### src/rtl/fp_pkg.sv
// rtl/fp_pkg.sv - shared types and constants for the floating-point multiplier
package fp_pkg;

  typedef enum logic [1:0] {ZERO, NORM, INF, NAN} fp_class_t;

  localparam int FP_EXP_W = 8;
  localparam int FP_MAN_W = 23;

  typedef struct packed {
    logic                s;
    logic [FP_EXP_W-1:0] e;
    logic [FP_MAN_W-1:0] m;
  } fp_op_t;

  function automatic int fp_bias(input int exp_w);
    return (1 << (exp_w - 1)) - 1;
  endfunction

  function automatic int fp_exp_max(input int exp_w);
    return (1 << exp_w) - 1;
  endfunction

  // Canonical quiet NaN: positive, exponent all ones, only the top mantissa bit set.
  function automatic logic [63:0] fp_qnan(input int exp_w, input int man_w);
    logic [63:0] v;
    v = ((64'd1 << exp_w) - 64'd1) << man_w;
    v = v | (64'd1 << (man_w - 1));
    return v;
  endfunction

endpackage

### src/rtl/fp_norm_round.sv
// rtl/fp_norm_round.sv - normalise, round-to-nearest-even and special-value select
module fp_norm_round
  import fp_pkg::*;
#(
  parameter int EXP_W = 8,
  parameter int MAN_W = 23
) (
  input  logic                          i_sign,
  input  fp_class_t                     i_ca,
  input  fp_class_t                     i_cb,
  input  logic [2*(MAN_W+1)-1:0]        i_prod,
  input  logic signed [EXP_W+1:0]       i_exp,
  output logic [EXP_W+MAN_W:0]          o_res,
  output logic                          o_ovf,
  output logic                          o_unf,
  output logic                          o_inv
);

  localparam int MW = MAN_W + 1;
  localparam int PW = 2 * MW;
  localparam int XW = EXP_W + 2;
  localparam int W  = 1 + EXP_W + MAN_W;
  localparam logic [63:0]   QNAN64  = fp_qnan(EXP_W, MAN_W);
  localparam logic [W-1:0]  QNAN    = QNAN64[W-1:0];
  localparam logic [XW-1:0] EXP_TOP = XW'(fp_exp_max(EXP_W));

  logic [PW-1:0]          w_norm;
  logic [MW-1:0]          w_man_full;
  logic                   w_guard, w_round, w_sticky, w_up;
  logic [MW:0]            w_rnd;
  logic signed [XW-1:0]   w_exp_f;
  logic                   w_is_ovf, w_is_unf;
  logic                   w_any_nan, w_any_inf, w_any_zero;

  // Product of two [1,2) significands lies in [1,4): at most one left shift normalises it.
  assign w_norm     = i_prod[PW-1] ? i_prod : (i_prod << 1);
  assign w_man_full = w_norm[PW-1 -: MW];
  assign w_guard    = w_norm[MW-1];
  assign w_round    = w_norm[MW-2];
  assign w_sticky   = |w_norm[MW-3:0];
  assign w_up       = w_guard & (w_round | w_sticky | w_man_full[0]);
  assign w_rnd      = {1'b0, w_man_full} + (MW+1)'(w_up);
  assign w_exp_f    = i_exp + $signed(XW'(i_prod[PW-1])) + $signed(XW'(w_rnd[MW]));

  assign w_is_unf   = w_exp_f[XW-1] | (w_exp_f == '0);
  assign w_is_ovf   = !w_exp_f[XW-1] && (w_exp_f >= EXP_TOP);

  assign w_any_nan  = (i_ca == NAN) || (i_cb == NAN);
  assign w_any_inf  = (i_ca == INF) || (i_cb == INF);
  assign w_any_zero = (i_ca == ZERO) || (i_cb == ZERO);

  // A rounding carry leaves w_rnd = 10..0, so its low MAN_W bits are already the renormalised fraction.
  always_comb begin
    o_res = {i_sign, w_exp_f[EXP_W-1:0], w_rnd[MAN_W-1:0]};
    o_ovf = 1'b0;
    o_unf = 1'b0;
    o_inv = 1'b0;
    if (w_any_nan || (w_any_inf && w_any_zero)) begin
      o_res = QNAN;
      o_inv = 1'b1;
    end else if (w_any_inf) begin
      o_res = {i_sign, {EXP_W{1'b1}}, {MAN_W{1'b0}}};
    end else if (w_any_zero) begin
      o_res = {i_sign, {EXP_W{1'b0}}, {MAN_W{1'b0}}};
    end else if (w_is_ovf) begin
      o_res = {i_sign, {EXP_W{1'b1}}, {MAN_W{1'b0}}};
      o_ovf = 1'b1;
    end else if (w_is_unf) begin
      o_res = {i_sign, {EXP_W{1'b0}}, {MAN_W{1'b0}}};
      o_unf = 1'b1;
    end
  end

endmodule

### src/rtl/fp_mul_pipe.sv
// rtl/fp_mul_pipe.sv - pipelined floating-point multiplier with valid/ready handshake
module fp_mul_pipe
  import fp_pkg::*;
#(
  parameter int EXP_W = 8,
  parameter int MAN_W = 23,
  parameter int BIAS  = fp_bias(EXP_W)
) (
  input  logic                   clk,
  input  logic                   rst,
  input  logic                   in_valid,
  output logic                   in_ready,
  input  logic [EXP_W+MAN_W:0]   a,
  input  logic [EXP_W+MAN_W:0]   b,
  output logic                   out_valid,
  input  logic                   out_ready,
  output logic [EXP_W+MAN_W:0]   out,
  output logic                   flag_ovf,
  output logic                   flag_unf,
  output logic                   flag_inv
);

  localparam int W  = 1 + EXP_W + MAN_W;
  localparam int MW = MAN_W + 1;
  localparam int PW = 2 * MW;
  localparam int XW = EXP_W + 2;

  function automatic fp_class_t classify(input logic [EXP_W-1:0] e, input logic [MAN_W-1:0] m);
    if (e == '0) return ZERO;
    if (&e) return (m == '0) ? INF : NAN;
    return NORM;
  endfunction

  logic                 w_adv;
  logic                 r0_valid;
  logic [W-1:0]         r0_a, r0_b;
  logic                 r1_valid, r1_sign;
  fp_class_t            r1_ca, r1_cb;
  logic [MW-1:0]        r1_ma, r1_mb;
  logic signed [XW-1:0] r1_exp;
  logic                 r2_valid, r2_sign;
  fp_class_t            r2_ca, r2_cb;
  logic [PW-1:0]        r2_prod;
  logic signed [XW-1:0] r2_exp;
  logic [W-1:0]         w_res;
  logic                 w_ovf, w_unf, w_inv;
  logic [EXP_W-1:0]     w_ea, w_eb;

  assign w_adv    = !out_valid || out_ready;
  assign in_ready = w_adv;
  assign w_ea     = r0_a[W-2 -: EXP_W];
  assign w_eb     = r0_b[W-2 -: EXP_W];

  // Operands are captured raw first so classification starts from a registered boundary.
  always_ff @(posedge clk) begin
    if (rst) begin
      r0_valid  <= 1'b0;
      r1_valid  <= 1'b0;
      r2_valid  <= 1'b0;
      out_valid <= 1'b0;
      out       <= '0;
      flag_ovf  <= 1'b0;
      flag_unf  <= 1'b0;
      flag_inv  <= 1'b0;
    end else if (w_adv) begin
      r0_valid  <= in_valid;
      r0_a      <= a;
      r0_b      <= b;
      r1_valid  <= r0_valid;
      r1_sign   <= r0_a[W-1] ^ r0_b[W-1];
      r1_ca     <= classify(w_ea, r0_a[MAN_W-1:0]);
      r1_cb     <= classify(w_eb, r0_b[MAN_W-1:0]);
      r1_ma     <= {1'b1, r0_a[MAN_W-1:0]};
      r1_mb     <= {1'b1, r0_b[MAN_W-1:0]};
      r1_exp    <= $signed(XW'(w_ea) + XW'(w_eb) - XW'(BIAS));
      r2_valid  <= r1_valid;
      r2_sign   <= r1_sign;
      r2_ca     <= r1_ca;
      r2_cb     <= r1_cb;
      r2_prod   <= PW'(r1_ma) * PW'(r1_mb);
      r2_exp    <= r1_exp;
      out_valid <= r2_valid;
      out       <= r2_valid ? w_res : '0;
      flag_ovf  <= r2_valid & w_ovf;
      flag_unf  <= r2_valid & w_unf;
      flag_inv  <= r2_valid & w_inv;
    end
  end

  fp_norm_round #(
    .EXP_W (EXP_W),
    .MAN_W (MAN_W)
  ) u_norm_round (
    .i_sign (r2_sign),
    .i_ca   (r2_ca),
    .i_cb   (r2_cb),
    .i_prod (r2_prod),
    .i_exp  (r2_exp),
    .o_res  (w_res),
    .o_ovf  (w_ovf),
    .o_unf  (w_unf),
    .o_inv  (w_inv)
  );

endmodule

### config.mk
export PLATFORM = sky130hd
export DESIGN_NAME = fp_mul_pipe
export DESIGN_NICKNAME = d
export VERILOG_FILES = /design/src/rtl/fp_pkg.sv /design/src/rtl/fp_norm_round.sv /design/src/rtl/fp_mul_pipe.sv
export SDC_FILE = /design/constraint.sdc
export NUM_CORES = 2
export LEC_CHECK = 0
export ABC_AREA = 1
export CORE_UTILIZATION = 30
export DETAILED_ROUTE_END_ITERATION = 7
export PLACE_DENSITY_LB_ADDON = 0.25
export SLEW_MARGIN = 15
export SYNTH_ARGS = -nofsm -noshare
export SYNTH_HDL_FRONTEND = slang
export SYNTH_HIERARCHICAL = 1
export SYNTH_SLANG_ARGS = --single-unit
### constraint.sdc
create_clock -name clk -period 15.09 [get_ports clk]
set_clock_uncertainty 0.2 [all_clocks]
set_input_delay 3.018 -clock clk [delete_from_list [all_inputs] [get_ports clk]]
set_output_delay 3.018 -clock clk [all_outputs]
set_load 0.02 [all_outputs]
Word level (Yosys, flattened, before mapping)
Index checks and enable logic that the tools add are counted.
Word-level totals
  flip-flop bits (word level): 227
  logic and storage cells: 102
Cells by class
  $add $sub $neg: 5
  multiply operators: 1
  $lt $le $gt $ge: 1
  equality and inequality tests: 4
  muxes and demuxes: 41
  bitwise gates (word level): 9
  reduce and logical (&&, ||, !) cells: 20
Operator list (number)
  $mux 31: 4
  $mux 32: 2
  $mul 24x24->48: 1
  $mux 48: 1
  $logic_not 23->1: 2
  $mux 1: 26
  $add 24x1->25: 1
  $reduce_or 22->1: 1
  $add 10x2->10: 2
  $logic_not 8->1: 2
  $mux 2: 8
  $reduce_and 8->1: 2
  $ge 10x8->1 const B: 1
  $logic_not 10->1: 1
  $sub 9x7->10 const B: 1
  $add 8x8->9: 1
  $eq 2x2->1 const B: 4
  $logic_or 1x1->1: 5
  $and 1x1->1: 4
  $logic_not 2->1: 2
  $or 1x1->1: 3
  $logic_and 1x1->1: 2
  $logic_not 1->1: 2
  $reduce_and 2->1: 1
  2 further kinds: 2

Depth between registers and ports, before layout
  word-level depth: 15
  mapped depth: 29
  mapped depth without buffers: 28

Modules after synthesis
The synthesis kept the hierarchy.
Modules (own cells, without submodules)
  fp_mul_pipe: instances 1, cells each 3257, area each 27843.0 sq um
  fp_norm_round: instances 1, cells each 397, area each 1814.2 sq um

Worst setup path before layout
OpenSTA, ideal clock, no wires.
  path kind: input port to flip-flop
  start point: input port out_ready
  end point: register r0_a[0], enable pin
  setup time: 0.740 ns
  arrival: 11.090 ns
  slack: 3.060 ns
  stages on the path: 3
  path through: nor2_1 -> clkbuf_1 -> nor2_1
On the way
  longest elaborated chain between the ends: 2
RTL lines
  start, declared: line fp_mul_pipe.sv:16  | input logic out_ready,
  $logic_or 1x1->1: line fp_mul_pipe.sv:49  | assign w_adv = !out_valid || out_ready;
  $reduce_and 2->1 (no line)
  end signal, assigned: line fp_mul_pipe.sv:67  | r0_a <= a;
  end, declared: line fp_mul_pipe.sv:36  | logic [W-1:0] r0_a, r0_b;
No other way between the ends.
A chain may end at the register's enable or synchronous reset.

Final worst setup path
  start point: input port out_ready
  end point: output port in_ready
On the way
  longest elaborated chain between the ends: 1
RTL lines
  $logic_or 1x1->1: line fp_mul_pipe.sv:49
  end, declared: line fp_mul_pipe.sv:12  | output logic in_ready,
No other way between the ends.

==> reports/metrics.sh <==
OUTCOME='completed'
SYNTHDISTINCTLIBCELLS=39
HOLD-PATH-CELL-COUNT=0
YOSYS_WARNINGS=6
DETAILEDPLACEMENTHPWL_UM=60000
WORSTSKEWPAIRLATENCY_NS=0.63
OVERFLOW=0
FINALNETCOUNT=4468
TIMING.FMAX_MHz=128
DETAIL_ROUTED_VIA_COUNT_PER_CELL=4.34
WORST_PATH_FANOUT_MAX=41
SLEW_OF_THE_PIN_WITH_THE_LOWEST_SLEW_MARGIN_NS=1.07
CRITPATHREQUIREDTIME_NS=11.87
CTS-HTREE-LEVELS=1
SETUP.REG_TO_REG.WORST_SLACK_NS=8.17
TIMING.REG2REG.WORST_PATH_DEPTH=24
DIODES=0
CRIT_PATH_END_KIND='output port'
TIMING.HOLD.WORST.CLASS='reg2reg'
FILLER_CELL_COUNT=10348
FINAL_LAYOUT_SIZE_SUFFIX_GT1_SHARE_PCT=3.95
GLOBAL_ROUTE.USAGE.TOTAL_PCT=16.2
FINAL_HOLD_VIOL_COUNT=0
SYNTH_CELLS=3654
SYNTHESIS.AREA_SQ_UM=29700
MIN_FROM='r1_exp[1]'
CLOCK_TREE_FROM_TRITONCTS='done'
PORT_BUFFERS=104
GRT_PASS1_WL_UM=127000
TIMING.CRITICAL_PATH.ARRIVAL_NS=4.58
POSTCTSRESIZEDCELLS=0
DRT_DRC=0
ANTENNA_FOUND_INITIAL=2
DRT_PASS1_ITERATIONS=5
PLACEDCELLCOUNT=4971
FIRST_GLOBAL_VIAS=23191
SEQ_AREA_SQ_UM=6430
CTS.SINKS=227
AREA_OF_COMBINATIONAL_CELLS_WITH_MULTIPLE_INPUTS_SQ_UM=18700
PLACE_CONGESTION=0.865
SYN_AREA_PER_CELL_SQ_UM=8.12
PIN_COUNT_OF_THE_BIGGEST_NET_ENTERING_GLOBAL_ROUTING=87
SYNTH-SEQ-CELLS=227
SEQ_AREA_FRAC_SYNTH_PCT=21.7
SETUP-TNS-FINAL_NS=0
CTS_ROOT_BUF='sky130_fd_sc_hd__clkbuf_16'
YOSYS.AREA.TOP_TYPE='sky130_fd_sc_hd__fa_1'
ROUTED-VIA-COUNT=21802
CRITPATHLAUNCHTYPE='primary input'
CTSLONGESTPATHBUFFERS=3
FINAL_MIN_PERIOD_OVER_CLOCK_PERIOD_PCT=51.7
TIMING.RR.START='r1_ma[9]'
GRT_SETUP_UNREPAIRED='false'
INITIAL_UTILIZATION_PCT=30.5
PERIOD_MINUS_SLACK_NS=7.80
CRIT-REG2REG-CAPTURE='r2_prod[46]'
CTS_HOLD_REPAIR.BUFFERS=0
SYN-NUM-NETS=4396
COUNT_OF_STANDARD_CELL_ROWS=114
TIMING.HOLD.WORST_ENDPOINT='r2_exp[1]'
AREA_DELTA_SYNTH_FINAL_PCT=12.2
CAP_VIOL_MAX_COUNT=0
WIRELENGTH_UM=76600
MOSTFREQUENTLAYOUTCELLS='sky130_fd_sc_hd__inv_1 (1084), sky130_fd_sc_hd__nand2_1 (1065), sky130_fd_sc_hd__fa_1 (484)'
YOSYSTOPAREACELLSHARE_PCT=32.7
WL_PER_CELL_UM=15.2
FINAL_CELLS=5025
POST_SYNTH_MAIN_AREA_CONTRIBUTORS='sky130_fd_sc_hd__fa_1 (33%), sky130_fd_sc_hd__edfxtp_1 (19%), sky130_fd_sc_hd__inv_1 (14%)'
IO_PINS=105
WORSTSETUPPATHTYPE='in2out'
SLEW_VIOLATIONS=0
FP.DIEH_UM=316
ANTENNA_VIOLATING_NETS_POST_ROUTE=0
MOSTFREQUENTLAYOUTCELL='sky130_fd_sc_hd__inv_1'
INITIALDRTVIOLATIONCOUNT=1140
POSTCTSSETUPREPAIRBUFS=0
DESIGN.CORE.AREA_SQ_UM=97300
FINALSETUPVIOLATIONS=0
TOTAL_DIE_AREA_SQ_UM=100000
SLEW_HEADROOM_PCT=28.8
DIE_WIDTH_UM=316
CTS_MADE_BUFFERS=29
PATH_CLK_SLEW_NS=0.06
-- worst max-delay path, stage by stage --
cell and delay (ns):
sky130_fd_sc_hd__clkdlybuf4s50_1 0.42, sky130_fd_sc_hd__nor2_2 0.10, sky130_fd_sc_hd__buf_4 0.38, sky130_fd_sc_hd__inv_1 0.11, sky130_fd_sc_hd__clkdlybuf4s50_1 0.56
-- flip-flops by register name, summed over array words and instances, names as in the netlist, 2 cells and up --
name / count
r2_exp: 10
out: 32
r1_cb: 2
r2_prod: 48
r0_b: 32
r1_ma: 23
r2_ca: 2
r2_cb: 2
r1_ca: 2
r1_exp: 10
r0_a: 32
r1_mb: 23
-- logic make-up (layout without fill, tap and decap cells) --
logic type	after synthesis	in the layout	synth area share [%]
AND/OR/NAND/NOR	1390	1390	18.9
buffers and inverters	1206	1301	15.3
adder cells (fa/ha/maj)	674	674	40.7
XOR/XNOR	43	43	1.33
flip-flops	227	227	21.7
AO/OA/AOI/OAI	114	114	2.05
-- per-layer routing --
| metal | share of wire (%) | up-vias | wire [um] | track usage, % |
|---|---|---|---|---|
| met3 | 3.6 | 109 | 2740 | 1.42 |
| met1 | 44 | 10693 | 33700 | 20.9 |
| met4 | 3.1 | 0 | 2340 | 5.08 |
| met5 | 0 | - | 0 | 0 |
| met2 | 49 | 329 | 37800 | 28.4 |
| li1 | - | 10671 | - | - |
-- worst max path at each step --
| stage | slack [ns] | endpoint | from | cells past startpoint |
|---|---|---|---|---|
| 6_report | 7.29 | in_ready | out_ready | 5 |
| 5_1_grt | 7.20 | in_ready | out_ready | 5 |
| 4_1_cts | 7.27 | in_ready | out_ready | 5 |
| 3_5_place_dp | 7.28 | in_ready | out_ready | 5 |
| 3_3_place_gp | 7.21 | in_ready | out_ready | 5 |
| 2_1_floorplan | 3.06 | r0_a[0] | out_ready | 3 |
-- cell usage after synthesis --
master / number
sky130_fd_sc_hd__nor4_1: 17
sky130_fd_sc_hd__ha_1: 190
sky130_fd_sc_hd__nand3_2: 8
sky130_fd_sc_hd__a21oi_2: 1
sky130_fd_sc_hd__nand3b_1: 5
sky130_fd_sc_hd__nor2_4: 2
sky130_fd_sc_hd__nand2_1: 1065
sky130_fd_sc_hd__nand3_4: 1
sky130_fd_sc_hd__xor2_4: 1
sky130_fd_sc_hd__dfxtp_1: 39
sky130_fd_sc_hd__o21ai_1: 4
sky130_fd_sc_hd__nor2_1: 141
sky130_fd_sc_hd__nand3_1: 96
sky130_fd_sc_hd__buf_2: 7
sky130_fd_sc_hd__nor2_2: 14
sky130_fd_sc_hd__nand4_1: 25
sky130_fd_sc_hd__buf_6: 1
sky130_fd_sc_hd__clkinv_1: 1
sky130_fd_sc_hd__buf_1: 3
sky130_fd_sc_hd__inv_2: 6
sky130_fd_sc_hd__xnor2_1: 11
sky130_fd_sc_hd__o21bai_1: 7
sky130_fd_sc_hd__a22o_2: 1
sky130_fd_sc_hd__nand2_2: 4
sky130_fd_sc_hd__xor2_1: 31
sky130_fd_sc_hd__nor3_1: 8
sky130_fd_sc_hd__o211ai_1: 1
sky130_fd_sc_hd__inv_1: 1084
sky130_fd_sc_hd__edfxtp_1: 188
sky130_fd_sc_hd__or2_2: 2
sky130_fd_sc_hd__a31oi_1: 3
sky130_fd_sc_hd__buf_4: 2
sky130_fd_sc_hd__clkbuf_1: 102
sky130_fd_sc_hd__nand4_2: 1
sky130_fd_sc_hd__a21oi_1: 75
sky130_fd_sc_hd__o22ai_1: 3
sky130_fd_sc_hd__o21ai_0: 19
sky130_fd_sc_hd__fa_1: 484
sky130_fd_sc_hd__nand2b_1: 1
-- per-stage QoR --
| stage | area [sq um] | util (%) | hold WS [ns] | setup slack (ns) |
|---|---|---|---|---|
| 2_1_floorplan | 29700 | - | 0.200 | 3.06 |
| 3_3_place_gp | 32200 | 33.1 | 0.201 | 7.21 |
| 3_5_place_dp | 32200 | 33.1 | 0.205 | 7.28 |
| 4_1_cts | 33300 | 34.2 | 0.216 | 7.27 |
| 5_1_grt | 33300 | 34.2 | 0.224 | 7.20 |
| 6_report | 33300 | 34.2 | 0.214 | 7.29 |
-- final cells by class --
class                      instances  share of cell area (%)
timing repair buffer             156                    4.30
sequential                       227                    19.3
multi-input combinational       2221                    56.2
clock buffer                      34                    2.46
clock inverter                    20                   0.598
tap                             1276                    4.80
inverter                        1091                    12.3
Power is not shown: default switching activity piles up to over one toggle a cycle in this logic, so the estimate is an artifact.
